<file path="config.mk">
export PLATFORM = sky130hd
export DESIGN_NAME = dtree_feature_loader
export DESIGN_NICKNAME = d
export VERILOG_FILES = /design/src/rtl/dtree_pkg.sv /design/src/rtl/dtree_feature_regfile.sv /design/src/rtl/dtree_feature_loader.sv
export SDC_FILE = /design/constraint.sdc
export NUM_CORES = 1
export LEC_CHECK = 0
export CAP_MARGIN = 20
export CORE_MARGIN = 3
export CORE_UTILIZATION = 50
export DETAILED_ROUTE_END_ITERATION = 6
export GPL_ROUTABILITY_DRIVEN = 0
export PLACE_DENSITY_LB_ADDON = 0.2
export SLEW_MARGIN = 10
export SYNTH_ARGS = -nofsm -noshare
export SYNTH_HDL_FRONTEND = slang
export SYNTH_HIERARCHICAL = 1
export SYNTH_SLANG_ARGS = --single-unit
</file>
<file path="constraint.sdc">
create_clock -name clk -period 4.3 [get_ports clk]
set_input_delay 0.645 -clock clk [delete_from_list [all_inputs] [get_ports clk]]
set_output_delay 0.645 -clock clk [all_outputs]
set_load 0.02 [all_outputs]
</file>
<file path="src/rtl/dtree_pkg.sv">
// Shared definitions for the decision-tree front end and tree wrappers.
// Holds default sizes, the loader state encoding and the feature bus slot indices.
package dtree_pkg;

    localparam int N_FEAT_DEFAULT = 7;
    localparam int FEAT_W_DEFAULT = 8;
    localparam int CLASS_W        = 5;

    typedef enum logic [1:0] {
        IDLE = 2'd0,
        LOAD = 2'd1,
        HOLD = 2'd2
    } loader_state_t;

    // Slot of each tree input on the packed feature bus.
    localparam int FX6   = 0;
    localparam int FX13  = 1;
    localparam int FX169 = 2;
    localparam int FX236 = 3;
    localparam int FX251 = 4;
    localparam int FX260 = 5;
    localparam int FX278 = 6;

endpackage

</file>
<file path="src/rtl/dtree_feature_regfile.sv">
// N_FEAT x FEAT_W feature register file with one index-decoded write port.
// Every slot is presented in parallel on the flattened feat_o bus.
module dtree_feature_regfile
    import dtree_pkg::*;
#(
    parameter int N_FEAT = N_FEAT_DEFAULT,
    parameter int FEAT_W = FEAT_W_DEFAULT,
    parameter int IDX_W  = 3
) (
    input  logic                     clk,
    input  logic                     rst_n,
    input  logic                     we,
    input  logic [IDX_W-1:0]         widx,
    input  logic [FEAT_W-1:0]        wdata,
    output logic [N_FEAT*FEAT_W-1:0] feat_o
);

    logic [FEAT_W-1:0] regs_q [N_FEAT];
    logic [FEAT_W-1:0] regs_d [N_FEAT];

    always_comb begin
        for (int k = 0; k < N_FEAT; k++) begin
            regs_d[k] = regs_q[k];
            if (we && (widx == IDX_W'(k))) begin
                regs_d[k] = wdata;
            end
        end
    end

    always_ff @(posedge clk) begin
        if (!rst_n) begin
            for (int k = 0; k < N_FEAT; k++) begin
                regs_q[k] <= '0;
            end
        end else begin
            for (int k = 0; k < N_FEAT; k++) begin
                regs_q[k] <= regs_d[k];
            end
        end
    end

    for (genvar g = 0; g < N_FEAT; g++) begin : g_flat
        assign feat_o[g*FEAT_W +: FEAT_W] = regs_q[g];
    end

endmodule

</file>
<file path="src/rtl/dtree_feature_loader.sv">
// Byte-serial feature frame loader: assembles N_FEAT bytes and holds them for the tree.
// Optional trailing XOR check byte is built when DTREE_LOADER_CHECKSUM_EN is defined.
module dtree_feature_loader
    import dtree_pkg::*;
#(
    parameter int N_FEAT = N_FEAT_DEFAULT,
    parameter int FEAT_W = FEAT_W_DEFAULT
) (
    input  logic                     clk,
    input  logic                     rst_n,
    input  logic [FEAT_W-1:0]        s_data,
    input  logic                     s_first,
    input  logic                     s_valid,
    output logic                     s_ready,
    output logic [N_FEAT*FEAT_W-1:0] feat_o,
    output logic                     feat_valid,
    input  logic                     feat_ready,
    output logic                     frame_err,
    output logic [15:0]              frame_cnt
);

    // Handshake: a byte moves on a rising edge when s_valid && s_ready; the frame
    // is consumed on a rising edge when feat_valid && feat_ready. Neither ready
    // depends combinationally on the partner's valid.

    // One extra count so the index can point past the last feature at the check byte.
    localparam int IDX_W = $clog2(N_FEAT + 1);

    loader_state_t     state_q, state_d;
    logic [IDX_W-1:0]  idx_q, idx_d;
    logic              err_q, err_d;
    logic [15:0]       cnt_q, cnt_d;
    logic              s_ready_q, s_ready_d;
    logic              feat_valid_q, feat_valid_d;

    logic              wr_en;
    logic [IDX_W-1:0]  wr_idx;
    logic              accept;

`ifdef DTREE_LOADER_CHECKSUM_EN
    logic [FEAT_W-1:0] csum_q, csum_d;
`endif

    assign s_ready = s_ready_q & rst_n;
    assign accept  = s_valid & s_ready;

    always_comb begin
        state_d = state_q;
        idx_d   = idx_q;
        err_d   = err_q;
        cnt_d   = cnt_q;
        wr_en   = 1'b0;
        wr_idx  = idx_q;
`ifdef DTREE_LOADER_CHECKSUM_EN
        csum_d  = csum_q;
`endif
        case (state_q)
            IDLE: begin
                if (accept) begin
                    if (s_first) begin
                        wr_en   = 1'b1;
                        wr_idx  = '0;
                        idx_d   = IDX_W'(1);
                        state_d = LOAD;
`ifdef DTREE_LOADER_CHECKSUM_EN
                        csum_d  = s_data;
`endif
                    end else begin
                        err_d = 1'b1;
                    end
                end
            end
            LOAD: begin
                if (accept) begin
                    if (s_first) begin
                        // Restart: older slots keep stale data and get overwritten later.
                        wr_en  = 1'b1;
                        wr_idx = '0;
                        idx_d  = IDX_W'(1);
                        err_d  = 1'b1;
`ifdef DTREE_LOADER_CHECKSUM_EN
                        csum_d = s_data;
`endif
                    end else begin
`ifdef DTREE_LOADER_CHECKSUM_EN
                        if (idx_q == IDX_W'(N_FEAT)) begin
                            idx_d = '0;
                            if (s_data == csum_q) begin
                                state_d = HOLD;
                            end else begin
                                state_d = IDLE;
                                err_d   = 1'b1;
                            end
                        end else begin
                            wr_en  = 1'b1;
                            csum_d = csum_q ^ s_data;
                            idx_d  = idx_q + IDX_W'(1);
                        end
`else
                        wr_en = 1'b1;
                        if (idx_q == IDX_W'(N_FEAT - 1)) begin
                            idx_d   = '0;
                            state_d = HOLD;
                        end else begin
                            idx_d = idx_q + IDX_W'(1);
                        end
`endif
                    end
                end
            end
            HOLD: begin
                if (feat_ready) begin
                    state_d = IDLE;
                    cnt_d   = cnt_q + 16'd1;
                end
            end
            default: begin
                state_d = IDLE;
                idx_d   = '0;
            end
        endcase

        // Both readies are registered decodes of the next state.
        s_ready_d    = (state_d != HOLD);
        feat_valid_d = (state_d == HOLD);
    end

    always_ff @(posedge clk) begin
        if (!rst_n) begin
            state_q      <= IDLE;
            idx_q        <= '0;
            err_q        <= 1'b0;
            cnt_q        <= '0;
            s_ready_q    <= 1'b1;
            feat_valid_q <= 1'b0;
        end else begin
            state_q      <= state_d;
            idx_q        <= idx_d;
            err_q        <= err_d;
            cnt_q        <= cnt_d;
            s_ready_q    <= s_ready_d;
            feat_valid_q <= feat_valid_d;
        end
    end

`ifdef DTREE_LOADER_CHECKSUM_EN
    always_ff @(posedge clk) begin
        if (!rst_n) begin
            csum_q <= '0;
        end else begin
            csum_q <= csum_d;
        end
    end
`endif

    dtree_feature_regfile #(
        .N_FEAT (N_FEAT),
        .FEAT_W (FEAT_W),
        .IDX_W  (IDX_W)
    ) u_regfile (
        .clk    (clk),
        .rst_n  (rst_n),
        .we     (wr_en),
        .widx   (wr_idx),
        .wdata  (s_data),
        .feat_o (feat_o)
    );

    assign feat_valid = feat_valid_q;
    assign frame_err  = err_q;
    assign frame_cnt  = cnt_q;

endmodule

</file>
==> impl_summary.log, run 1 <==
INFO  metric rsz_0062_raised_after_global_routing = false
INFO  metric tns = 0 ps
INFO  metric cts-root-to-sink-buffers = 2
INFO  metric worstSetupStartpointType = primary input
INFO  metric max_cap_viol_count = 0
INFO  metric route.detailed.wl_per_inst = 15.1 um
INFO  metric synth_seq_cells = 80
INFO  metric synth_adder_area_share = 0.381%
INFO  metric pre_cts_slack = 1380 ps
INFO  metric fin_skew = 8.27 ps
INFO  metric drt_iter0_markers = 74
INFO  metric worst_slew_pin_slew = 851 ps
INFO  metric dpl.cell_count = 477
INFO  metric setup.worst_path.end_class = register
INFO  metric p_leak = 0.00191 uW
INFO  metric setup_viol = 0
INFO  metric grt_start_max_net_pins = 95
INFO  metric dr.pass1.iters = 4
INFO  metric total_congestion_overflow = 0
INFO  metric post_cts_hold_buffer_count = 0
INFO  metric tritoncts = built
INFO  metric grt_peak_use_layer = met2
INFO  metric timing.slew.headroom = 43.3%
INFO  metric rows = 28
INFO  metric synth_async_sr_flop_share = 0%
INFO  metric result_of_the_run = finished, final reports clean
INFO  metric finalWirelength = 7450 um
INFO  metric die-height = 87.1 um
INFO  metric power_per_cell_area = 336 nW/um2
INFO  metric netlist-cell-type-count = 41
INFO  metric ff2ff_setup_slack = 1960 ps
INFO  metric area.growth.synth_to_final = 33.4%
INFO  metric final_count_of_hold_timing_violations = 0
INFO  metric yosysSeqAreaShare = 48.7%
INFO  metric grt_pass1_vias = 2,508
INFO  metric initial_core_util = 53.6%
INFO  metric post_synth.cell_area_avg = 9.81 um2
INFO  metric synth_top_area_cell = dfxtp_1
INFO  metric worstReg2RegEnd = u_regfile/regs_q[0][50]$_SDFFE_PN0P_
INFO  metric synth_xor_xnor_area_share = 2.13%
INFO  metric synthSimpleGateAreaFrac = 21.4%
INFO  metric max_freq = 0.386 GHz
INFO  metric clkSinkCount = 80
INFO  metric clkTransAtPathRegs = 80 ps
INFO  metric clk_latency = 340 ps
INFO  metric critical_path_peak_fanout = 8
INFO  metric reg2regPathDepth = 4
INFO  metric syn_area = 3290 um2
INFO  metric min_path_type = reg2reg
INFO  metric synthMuxAreaShare = 18.6%
INFO  metric route.vias.total = 2,616
INFO  metric fp.dieArea = 7580 um2
INFO  metric post_layout_worst_setup_margin = 1710 ps
INFO  metric synth_area_leaders = dfxtp_1 49%, mux2i_1 19%, nand2_1 9.0%
INFO  metric grt_first_pass_wirelength = 11,900 um
INFO  metric worstHoldStart = u_regfile/regs_q[0][10]$_SDFFE_PN0P_
INFO  metric place.detailed.hpwl = 5130 um
INFO  metric final.period_utilization = 60.3%
INFO  metric avgViaCountPerCell = 5.32
INFO  metric grtUsageMet3 = 4.54%
INFO  metric track_usage = 20.3%
INFO  metric io_buffer_count = 87
INFO  metric dominantRegCellSynth = dfxtp_1
INFO  metric hold_path_cell_cnt = 2
INFO  metric post-cts-setup-buffers = 0
INFO  metric most_instantiated_cells_after_synthesis = 80 x dfxtp_1, 79 x nand2_1, 61 x mux2i_1
INFO  metric cts_htree_levels = 3
INFO  metric met1_usage = 26.8%
INFO  metric hold-path-endpoint = u_regfile/regs_q[0][10]$_SDFFE_PN0P_
INFO  metric fin_cells = 492
INFO  metric antennaDiodeCount = 0
INFO  metric synthesized_nets = 349
INFO  metric design.final.nets = 427
INFO  metric synth_top_area_share = 48.7%
INFO  metric layout-drive-gt1-share = 5.52%
INFO  metric r2r-start = state_q[1]$_SDFF_PN0_
INFO  metric grt_antenna_before_repair = 0
INFO  metric dieWidth = 87.1 um
INFO  metric synth_top_family_by_area = simple AND/OR/NAND/NOR gates
INFO  metric post-route-min-period = 2590 ps
INFO  metric cts_root_buf = clkbuf_8
INFO  metric yosys.cell_count.top_type = dfxtp_1
INFO  metric ioPinCount = 88
INFO  metric synth-edff-count = 0
INFO  metric final-max-slew-violation-count = 0
INFO  metric synthCells = 335
INFO  metric power.ir.vdd_worst = 0.000219 V
INFO  metric drtAntennaViolNets = 0
INFO  metric yosys_warnings = 6
INFO  metric route.detailed.drc = 0
INFO  metric critical_path_class = in2reg
INFO  metric cts_repair_resize_count = 0
INFO  metric grt_use_met2 = 31.7%
INFO  metric core_area = 6130 um2
INFO  metric cts_buffers = 9
INFO  metric critical_path_required = 4510 ps
INFO  metric worst-endpoint-arrival = 2800 ps
INFO  metric synth_compound_area_share = 5.06%
[layout make-up]
| class | count | area (um2) |
|---|---|---|
| fillers | 446 | 1750 |
| flip-flops and latches | 80 | 1600 |
| multi-input cells | 229 | 1560 |
| repair buffers | 88 | 873 |
| clock buffers | 9 | 124 |
| clock inverters | 6 | 109 |
| well taps | 75 | 93.8 |
| inverters | 5 | 18.8 |
[state kept, by name, summed over array words and instances, names as in the netlist]
signal,cells
u_regfile/regs_q,56
frame_cnt,16
idx_q,3
state_q,2
feat_valid,1
frame_err,1
s_ready_q,1
[power by group]
group | total (uW) | internal, uW | switching, uW
logic | 80.4 | 33.6 | 46.8
clock network | 640 | 381 | 259
registers | 753 | 747 | 6.54
[placed cells by master (no fill, tap or decap), drive strengths merged, types with 2 or more instances in the layout]
| master | instances |
|---|---|
| nand4b | 4 |
| nand4 | 5 |
| inv | 5 |
| or3 | 3 |
| bufinv | 3 |
| dfxtp | 80 |
| o21a | 3 |
| clkbuf | 9 |
| mux2i | 61 |
| and4b | 3 |
| clkdlybuf4s50 | 86 |
| nand2b | 6 |
| xnor2 | 4 |
| and2 | 9 |
| nand2 | 79 |
| xor2 | 4 |
| o21ai | 8 |
| nand3 | 6 |
| a21oi | 4 |
| buf | 2 |
| clkinv | 3 |
| a21boi | 6 |
| and3 | 2 |
| nand3b | 2 |
| nor2b | 2 |
| nand4bb | 2 |
| nor4 | 4 |
[how the worst max path moves through the flow]
stage	end	cells after the start	startpoint
6_report	u_regfile/regs_q[0][0]$_SDFFE_PN0P_	6	s_valid
5_1_grt	u_regfile/regs_q[0][0]$_SDFFE_PN0P_	6	s_valid
4_1_cts	u_regfile/regs_q[0][0]$_SDFFE_PN0P_	6	s_valid
3_5_place_dp	u_regfile/regs_q[0][4]$_SDFFE_PN0P_	6	s_valid
3_3_place_gp	u_regfile/regs_q[0][5]$_SDFFE_PN0P_	6	s_valid
2_1_floorplan	u_regfile/regs_q[0][3]$_SDFFE_PN0P_	7	s_valid
[worst max-delay path, stage by stage]
cell	delay, ps
clkdlybuf4s50_1	510
and4b_2	330
nand2_1	90
and2_1	240
or4b_1	780
mux2i_1	200
[routing by layer]
metal | part of all wire, % | vias to the layer above | routed length [um]
met5 | 0 | - | 0
met4 | 2.2 | 0 | 167
met3 | 5.5 | 13 | 410
met2 | 47 | 68 | 3520
met1 | 45 | 1234 | 3360
li1 | - | 1301 | -
[metrics by stage]
stage,power (uW),util [%],cell area (um2),hold WS (ps)
after floorplan,818,-,3290,491
after global placement,849,67.7,4150,444
after detailed placement,851,67.7,4150,447
after CTS,1480,71.5,4380,464
after global routing,1520,71.5,4380,483
final,1470,71.5,4380,462
[kinds of logic after synthesis]
group / Yosys count
DFF: 80
AOI/OAI and AO/OA: 25
adders and majority gates: 1
and+or+nand+nor: 134
muxes: 61
xor gates and xnor gates: 8
buffers and inverters: 26
Power figures use the tool's default switching activity.
==> run 2: changes to the inputs <==
--- a/config.mk
+++ b/config.mk
@@ -7,7 +7,7 @@
 export LEC_CHECK = 0
 export CAP_MARGIN = 20
 export CORE_MARGIN = 3
-export CORE_UTILIZATION = 50
+export CORE_UTILIZATION = 43
 export DETAILED_ROUTE_END_ITERATION = 6
 export GPL_ROUTABILITY_DRIVEN = 0
 export PLACE_DENSITY_LB_ADDON = 0.2
==> constraint.sdc (replaced) <==
create_clock -name clk -period 2.2 [get_ports clk]
set_input_delay 0.33 -clock clk [delete_from_list [all_inputs] [get_ports clk]]
set_output_delay 0.33 -clock clk [all_outputs]
set_load 0.02 [all_outputs]
==> run 2 against run 1 <==
Against the previous run:
- non-clock buffer count grew 26
- sequential share of layout area shrank 1.6 points
- utilization shrank 9.0 points
- critical path type unchanged
- sequential power grew 95%
- critical path depth grew 1
- total power grew 81%
- highest routed layer unchanged
- final cell count grew 10%
- combinational power grew 120%
- largest cell class unchanged
- worst setup slack lost 1400 ps
==> impl_summary.log, run 2 (same netlist as run 1, synthesis figures left out) <==
INFO  metric max_cap_viol_count = 0 (unchanged)
INFO  metric filler_cell_count = 620 (+39%)
INFO  metric r2r-start = frame_cnt[0]$_SDFFE_PN0P_
INFO  metric critical_path.startpoint = s_valid
INFO  metric dieWidth = 93.4 um (+7.3%)
INFO  metric layout-drive-gt1-share = 11.3% (+5.7 points)
INFO  metric fp.dieArea = 8730 um2 (+15%)
INFO  metric cts_buffers = 9 (unchanged)
INFO  metric most_frequent_cells_in_the_layout = 86 x clkdlybuf4s50_1, 80 x dfxtp_1, 79 x nand2_1
INFO  metric worstReg2RegEnd = frame_cnt[10]$_SDFFE_PN0P_
INFO  metric worst-endpoint-arrival = 2120 ps (-680 ps)
INFO  metric clkSinkCount = 80 (unchanged)
INFO  metric grt_first_pass_wirelength = 12,400 um (+3.8%)
INFO  metric setup_viol = 0 (unchanged)
INFO  metric multi_input_area = 1560 um2 (unchanged)
INFO  metric initial_core_util = 44.8% (-8.8 points)
INFO  metric tritoncts = built
INFO  metric total_congestion_overflow = 0 (unchanged)
INFO  metric power.ir.vdd_worst = 0.000348 V (+58%)
INFO  metric max_freq = 0.525 GHz
INFO  metric post_cts_hold_buffer_count = 0 (unchanged)
INFO  metric reg2regPathDepth = 5 (+1)
INFO  metric crit_path_cell_trace = clkdlybuf4s50_1, and4b_2, nand2_1, and2_1, or4b_1, buf_4, mux2i_1
INFO  metric clkTransAtPathRegs = 80 ps (about the same)
INFO  metric post-cts-setup-buffers = 0 (unchanged)
INFO  metric grt_start_max_net_pins = 65 (-32%)
INFO  metric place.detailed.hpwl = 5400 um (+5.3%)
INFO  metric worst_slew_pin_slew = 610 ps (-241 ps)
INFO  metric drt_iter0_markers = 42 (-43%)
INFO  metric io_buffer_count = 87 (unchanged)
INFO  metric grt_pass1_vias = 2,604 (+3.8%)
INFO  metric design.final.nets = 453 (+6.1%)
INFO  metric power_per_cell_area = 583 nW/um2 (+73%)
INFO  metric cts_root_buf = clkbuf_8
INFO  metric drtAntennaViolNets = 0 (unchanged)
INFO  metric avgViaCountPerCell = 4.94 (-7.1%)
INFO  metric antennaDiodeCount = 0 (unchanged)
INFO  metric sequential_cell_area = 1600 um2 (unchanged)
INFO  metric dr.pass1.iters = 4 (unchanged)
INFO  metric route.detailed.wl_per_inst = 14.1 um (-7.1%)
INFO  metric route.detailed.drc = 0 (unchanged)
INFO  metric track_usage = 18.0% (-2.4 points)
INFO  metric p_leak = 0.00201 uW (+5.2%)
INFO  metric cts_repair_resize_count = 0 (unchanged)
INFO  metric cts_htree_levels = 3 (unchanged)
INFO  metric result_of_the_run = finished, final reports clean
INFO  metric min_path_type = in2reg
INFO  metric cts-root-to-sink-buffers = 2 (unchanged)
INFO  metric die-height = 93.4 um (+7.3%)
INFO  metric regMostFlops = u_regfile/regs_q
INFO  metric critical_path_class = in2reg
INFO  metric finalWirelength = 7640 um (+2.5%)
INFO  metric worstSetupStartpointType = primary input
INFO  metric setup.worst_path.end_class = register
INFO  metric grt_antenna_before_repair = 0 (unchanged)
INFO  metric final.period_utilization = 86.6%
INFO  metric ff2ff_setup_slack = 350 ps (-1610 ps)
INFO  metric core_area = 7330 um2 (+20%)
INFO  metric critical_path_peak_fanout = 8 (unchanged)
INFO  metric clk_latency = 340 ps (about the same)
INFO  metric area.growth.synth_to_final = 39.3%
INFO  metric finalCoreUtilization = 62.4% (-9.0 points)
INFO  metric pre_cts_slack = -57.8 ps (-1440 ps)
INFO  metric post-route-min-period = 1910 ps
INFO  metric layout_commonest_cell = clkdlybuf4s50_1
INFO  metric hold_ws = 254 ps (-208 ps)
INFO  metric critical_path_required = 2420 ps (-2090 ps)
INFO  metric rsz_0062_raised_after_global_routing = false
INFO  metric crit_path_top_delay_cell = or4b_1
INFO  metric ioPinCount = 88 (unchanged)
INFO  metric post_layout_worst_setup_margin = 294 ps (-1410 ps)
INFO  metric route.vias.total = 2,681 (+2.5%)
INFO  metric max_stage_delay = 520 ps (-260 ps)
INFO  metric rows = 31 (+11%)
INFO  metric fin_skew = 11.2 ps (+2.98 ps)
INFO  metric final-max-slew-violation-count = 0 (unchanged)
INFO  metric flip_flop_count_of_the_largest_register_after_layout = 56 (unchanged)
INFO  metric endpoint = u_regfile/regs_q[0][7]$_SDFFE_PN0P_
INFO  metric timing.slew.headroom = 59.3% (+16 points)
INFO  metric final_count_of_hold_timing_violations = 0 (unchanged)
==> run 2: changes by cell type in the layout (fill, tap and decap cells not counted), sizes merged <==
cell,before,now
inv,5,7
clkinvlp,0,2
clkinv,3,2
buf,2,28
clkbuf,9,10
bufinv,3,0
==> run 2: report_power, final <==
part           switching [uW]  internal [uW]
sequential               11.9           1460
clock                     564            456
combinational            94.5           82.3
==> run 2: cell type report <==
class	count	area share [%]
Inverter	5	0.410
Tap cell	99	2.71
Sequential cell	80	35.0
Multi-Input combinational cell	229	34.1
Clock inverter	6	1.15
Timing Repair Buffer	114	23.6
Clock buffer	10	3.01
==> run 2: how the worst min path moves through the flow <==
stage | to | cells after the start | startpoint
floorplan | idx_q[2]$_SDFFE_PN0P_ | 2 | idx_q[2]$_SDFFE_PN0P_
global placement | u_regfile/regs_q[0][34]$_SDFFE_PN0P_ | 2 | u_regfile/regs_q[0][34]$_SDFFE_PN0P_
detailed placement | u_regfile/regs_q[0][13]$_SDFFE_PN0P_ | 2 | u_regfile/regs_q[0][13]$_SDFFE_PN0P_
CTS | s_ready_q$_SDFF_PN1_ | 2 | rst_n
global route | s_ready_q$_SDFF_PN1_ | 2 | rst_n
finish | s_ready_q$_SDFF_PN1_ | 2 | rst_n
==> run 2: layer usage <==
layer	global-route usage [%]	wire length, um
met5	0	0
met3	4.26	302
met4	6.84	89
met1	24.0	3770
met2	28.1	3480
==> run 2: per-stage QoR <==
stage	power (uW)	cells	cell area (um2)	setup TNS (ps)
floorplan	1600	335	3290	0
global placement	1680	527	4390	-371
detailed placement	1680	527	4390	-537
CTS	2700	543	4580	0
global route	2790	543	4580	0
finish	2670	543	4580	0
==> run 2: worst max-delay path, delay by kind of cell <==
kind / cells / cell delay, ps
buffers and inverters: 2 / 670
multiplexers: 1 / 120
AND/OR/NAND/NOR: 4 / 1000
